File: src/rtl/enc_pkg.sv
// Shared types and constants for the mask encoder/serializer.
package enc_pkg;

  // Register count (mask width); must stay a power of two.
  localparam int unsigned N = 32;
  // Index width, derived from N.
  localparam int unsigned W = $clog2(N);

  typedef logic [N-1:0] mask_t;
  typedef logic [W-1:0] idx_t;

  typedef enum logic {
    IDLE,
    BUSY
  } enc_state_t;

endpackage

File: src/rtl/decoder5x32.sv
// 5-to-32 one-hot decoder with enable; output is all zeros when disabled.
module decoder5x32
  import enc_pkg::*;
(
  input  idx_t  idx,
  input  logic  en,
  output mask_t onehot
);

  // Shift a single bit into place only while enabled.
  always_comb begin
    onehot = '0;
    if (en) begin
      onehot = mask_t'(1) << idx;
    end
  end

endmodule

File: src/rtl/priority_encoder32x5.sv
// Combinational lowest-index-wins priority encoder: 32-bit mask to 5-bit index.
// idx is 0 when no bit is set; any flags a non-empty mask.
module priority_encoder32x5
  import enc_pkg::*;
(
  input  mask_t mask,
  output idx_t  idx,
  output logic  any
);

  // Scan from the top down so the lowest set bit is the last one written.
  always_comb begin
    idx = '0;
    for (int i = N - 1; i >= 0; i--) begin
      if (mask[i]) begin
        idx = idx_t'(i);
      end
    end
  end

  assign any = |mask;

endmodule

File: src/rtl/mask_encoder_serializer.sv
// Serializes a multi-hot register mask into a stream of set-bit indices, lowest first,
// one per cycle, with valid/ready on both sides.
// Optional feature: define ENC_SERIALIZER_ONEHOT_EN to add out_onehot, the one-hot
// decode of out_idx gated by out_valid.
module mask_encoder_serializer
  import enc_pkg::*;
(
  input  logic         clk,
  input  logic         reset,
  input  logic         in_valid,
  output logic         in_ready,
  input  logic [N-1:0] in_mask,
  output logic         out_valid,
  input  logic         out_ready,
  output logic [W-1:0] out_idx,
  output logic         out_last
`ifdef ENC_SERIALIZER_ONEHOT_EN
  ,
  output logic [N-1:0] out_onehot
`endif
);

  enc_state_t state;
  mask_t      rem;
  idx_t       pe_idx;
  logic       pe_any;
  logic       one_left;

  priority_encoder32x5 u_prienc (
    .mask (rem),
    .idx  (pe_idx),
    .any  (pe_any)
  );

  // Exactly one bit remaining: non-empty and clearing the lowest set bit leaves nothing.
  always_comb begin
    one_left = pe_any && ((rem & (rem - mask_t'(1))) == '0);
  end

  // Outputs derive only from registered state and rem, never from in_* directly.
  always_comb begin
    in_ready  = (state == IDLE);
    out_valid = (state == BUSY);
    out_idx   = out_valid ? pe_idx : '0;
    out_last  = out_valid && one_left;
  end

`ifdef ENC_SERIALIZER_ONEHOT_EN
  decoder5x32 u_dec (
    .idx    (out_idx),
    .en     (out_valid),
    .onehot (out_onehot)
  );
`endif

  // FSM and remaining-bits register; a zero mask completes its handshake without output.
  always_ff @(posedge clk) begin
    if (reset) begin
      state <= IDLE;
      rem   <= '0;
    end else begin
      unique case (state)
        IDLE: begin
          if (in_valid && (in_mask != '0)) begin
            rem   <= in_mask;
            state <= BUSY;
          end
        end
        BUSY: begin
          if (out_ready) begin
            rem <= rem & ~(mask_t'(1) << pe_idx);
            if (one_left) begin
              state <= IDLE;
            end
          end
        end
        default: begin
          state <= IDLE;
          rem   <= '0;
        end
      endcase
    end
  end

endmodule
File: config.mk
export PLATFORM = sky130hd
export DESIGN_NAME = mask_encoder_serializer
export DESIGN_NICKNAME = d
export VERILOG_FILES = /design/src/rtl/enc_pkg.sv /design/src/rtl/decoder5x32.sv /design/src/rtl/priority_encoder32x5.sv /design/src/rtl/mask_encoder_serializer.sv
export SDC_FILE = /design/constraint.sdc
export NUM_CORES = 1
export LEC_CHECK = 0
export ABC_AREA = 1
export BUFFER_PORTS_ARGS = -buffer_cell sky130_fd_sc_hd__buf_4
export CORE_AREA = 5 5 69 71
export CTS_CLUSTER_SIZE = 16
export DETAILED_ROUTE_END_ITERATION = 16
export DIE_AREA = 0 0 74 76
export GPL_ROUTABILITY_DRIVEN = 0
export MAX_ROUTING_LAYER = met4
export PLACE_DENSITY = 0.83
export SLEW_MARGIN = 20
export SYNTH_ARGS = -nofsm -noshare
export SYNTH_HDL_FRONTEND = slang
export SYNTH_SLANG_ARGS = --single-unit
File: constraint.sdc
create_clock -name clk -period 6.2 [get_ports clk]
set_clock_uncertainty 0.05 [all_clocks]
set_input_delay 0.93 -clock clk [delete_from_list [all_inputs] [get_ports clk]]
set_output_delay 0.93 -clock clk [all_outputs]
set_load 0.01 [all_outputs]
==> impl_results.md <==
* CTS HTree Levels at 2
* Setup TNS at 0 ns
* Net Count, Synth at 420
* Fmax at 0.265 GHz
* Fin Hold WS at 0.514 ns
* Final-report max-slew violation count at 0
* Fin crit share at 60.8%
* Worst setup EP type: output port
* Ys Warns at 0
* Setup-failing EPs final at 0
* Switch share at 36.3%
* Residual DRC count at 0
* PD cells at 230 mW/mm²
* Final nets at 456
* Post-DP Area at 0.00270 mm²
* Fillers at 412
* Startpoint Class: flip-flop
* Post-synthesis sequential area ratio at 28.1%
* Area Overhead vs Synth at 19.0%
* Wire length per cell at 13.3 µm
* Most used cell, CP: nor4_1
* Global-route wire length before repair at 11.0 mm
* P_sw at 234 µW
* Post-synth EDFFs at 0
* Total GRT Usage at 24.5%
* Crit path required time at 5.22 ns
* Max-cap viol count at 0
* Int Pwr at 411 µW
* RSZ-0062 raised after global routing: no
* Min Tclk post-route at 3.77 ns
* CORE AREA at 0.00417 mm²
* CTS Sinks at 33
* Top-Level Pins at 44
* CTS resizes at 0
* Top FF cell, synth: dfxtp_1
* Die area at 0.00562 mm²
* Clock Power Share at 28.2%
* Logic gate share of total power at 31.5%
* CTS tree: yes
* Final hold vios at 0
* Commonest non-fill, non-tap cell in the layout: nand2_1
* Vias at 2673
* FF+latch count, synth at 33
* Number of diodes at 0
* Die Y at 76 µm
* PortBufs at 43
* Clock root cell: clkbuf_8
* Seq pwr share at 40.3%
* Critical-path top delay cell: dfxtp_1
* DR iter-0 viols at 317
* Max Root-Sink Buffers at 2
* DRT Pass-1 Iters at 4
* Total power at 646 µW
* Clk pin slew, worst setup/hold paths at 0.07 ns
* Clk_lat worst skew at 0.28 ns
* Area taken by multi-input logic gates at 0.00146 mm²
* Hold WC Path Type: flip-flop to flip-flop
* WS Path Type: flip-flop to output port
* Grt total ovfl at 0
* Status: complete, no violations
* Post-synth ARST share at 0%
* Worst R2R Path Depth at 7
* Leakage at 1.25 nW
* Setup bufs post-CTS at 0
* Netlist cell types at 35
* Crit Path Max Fanout at 6
* Syn avg cell area at 6.13 µm²
* DR vias/cell at 5.65
* Cts bufs inserted at 5
* Post-route ant nets at 0
* Largest net degree at the start of global routing at 41
* Max_slew headroom at 36.8%
* WL final at 6.30 mm
* CP peak stage delay at 0.35 ns
* Initial Util at 56.4%
* Antenna violations before repair at 0
* Vias in the first global route at 2511
* # rows at 24
* Most frequent cells in the layout: nand2_1, buf_4, inv_1
* Hpwl dp at 4.68 mm
* Mapped Area at 0.00235 mm²
* Peak VDD IR at 147 µV
* WHS Path Cells at 2
* Fin area at 0.00280 mm²
* Cells after Synth at 384
* Chip width at 74 µm
* CP cell instances: nor2_2 > nand2_2 > nor2_8 > nand2_4 > nor4_1 > nor2_1 > a211oi_1 > o2111ai_1 > nor4_1 > nand4_1 > nor4_2 > buf_4
* Hold Buf Count CTS at 0
* Layout cells sized above 1 at 17.1%
* Final Util at 67.1%
* FF/Latch Area at 661 µm²
* Worst Max-Slew Pin Slew at 0.949 ns
* Critical Path AT at 2.79 ns
==> worst max-delay path: cells and delay by family (launching register included) <==
family	cells	cell delay, ns
and+or+nand+nor	9	1.62
DFF	1	0.35
AOI/OAI and AO/OA	2	0.34
buffers and inverters	1	0.19
==> layout make-up <==
cell class	instances	share of cell area [%]
clock buffer	7	3.44
clock inverter	1	0.179
inverter	45	6.03
multi-input combinational	289	52.1
sequential	33	23.6
tap	52	2.32
timing repair buffer	46	12.3
==> sequential cells by signal, indices dropped and copies added, names as in the netlist <==
register   flops
out_valid      1
rem           32
==> routing by layer <==
layer	track usage (%)	up-vias	routed length, µm
li1	-	1376	-
met1	30.7	1215	2770
met2	38.8	74	3090
met3	4.49	8	337
met4	8.70	0	101
met5	-	-	0
==> path summary, 6_finish.rpt <==
check,start,end,slack [ns]
min reg2reg,rem[31],rem[31],0.51
max,rem[4],out_last,2.43
max reg2reg,out_valid,rem[4],3.49
min,rem[31],rem[31],0.51
==> synth_stat cells, drive strengths merged (2+ instances only) <==
library cell / n / area [µm²]
dfxtp: 33 / 661
nor4: 13 / 103
nor3: 7 / 45.0
o21ai: 37 / 185
o211ai: 4 / 30.0
a21oi: 9 / 48.8
o311ai: 2 / 17.5
nand3: 15 / 75.1
nand4: 3 / 18.8
inv: 45 / 169
clkbuf: 16 / 60.1
a211oi: 2 / 15.0
nand2: 115 / 452
a31oi: 32 / 200
nor2: 40 / 184
==> per-stage QoR <==
stage               setup slack (ns)  instances
floorplan                       3.17        384
global placement                2.87        465
detailed placement              2.79        465
CTS                             2.46        473
global route                    2.09        473
finish                          2.43        473
==> kinds of logic after synthesis <==
group / share of synthesized area [%]
simple gates: 37.9
compound gates: 24.2
flops: 28.1
buf+inv: 9.89
==> power by group through the flow <==
stage	Sequential (mW)	Combinational, mW	Clock (mW)
after floorplan	0.258	0.147	0
after global placement	0.263	0.199	0
after detailed placement	0.264	0.201	0
after CTS	0.259	0.203	0.185
after global routing	0.264	0.233	0.194
final	0.260	0.203	0.182
No activity file was read; power rests on OpenSTA's default activity.
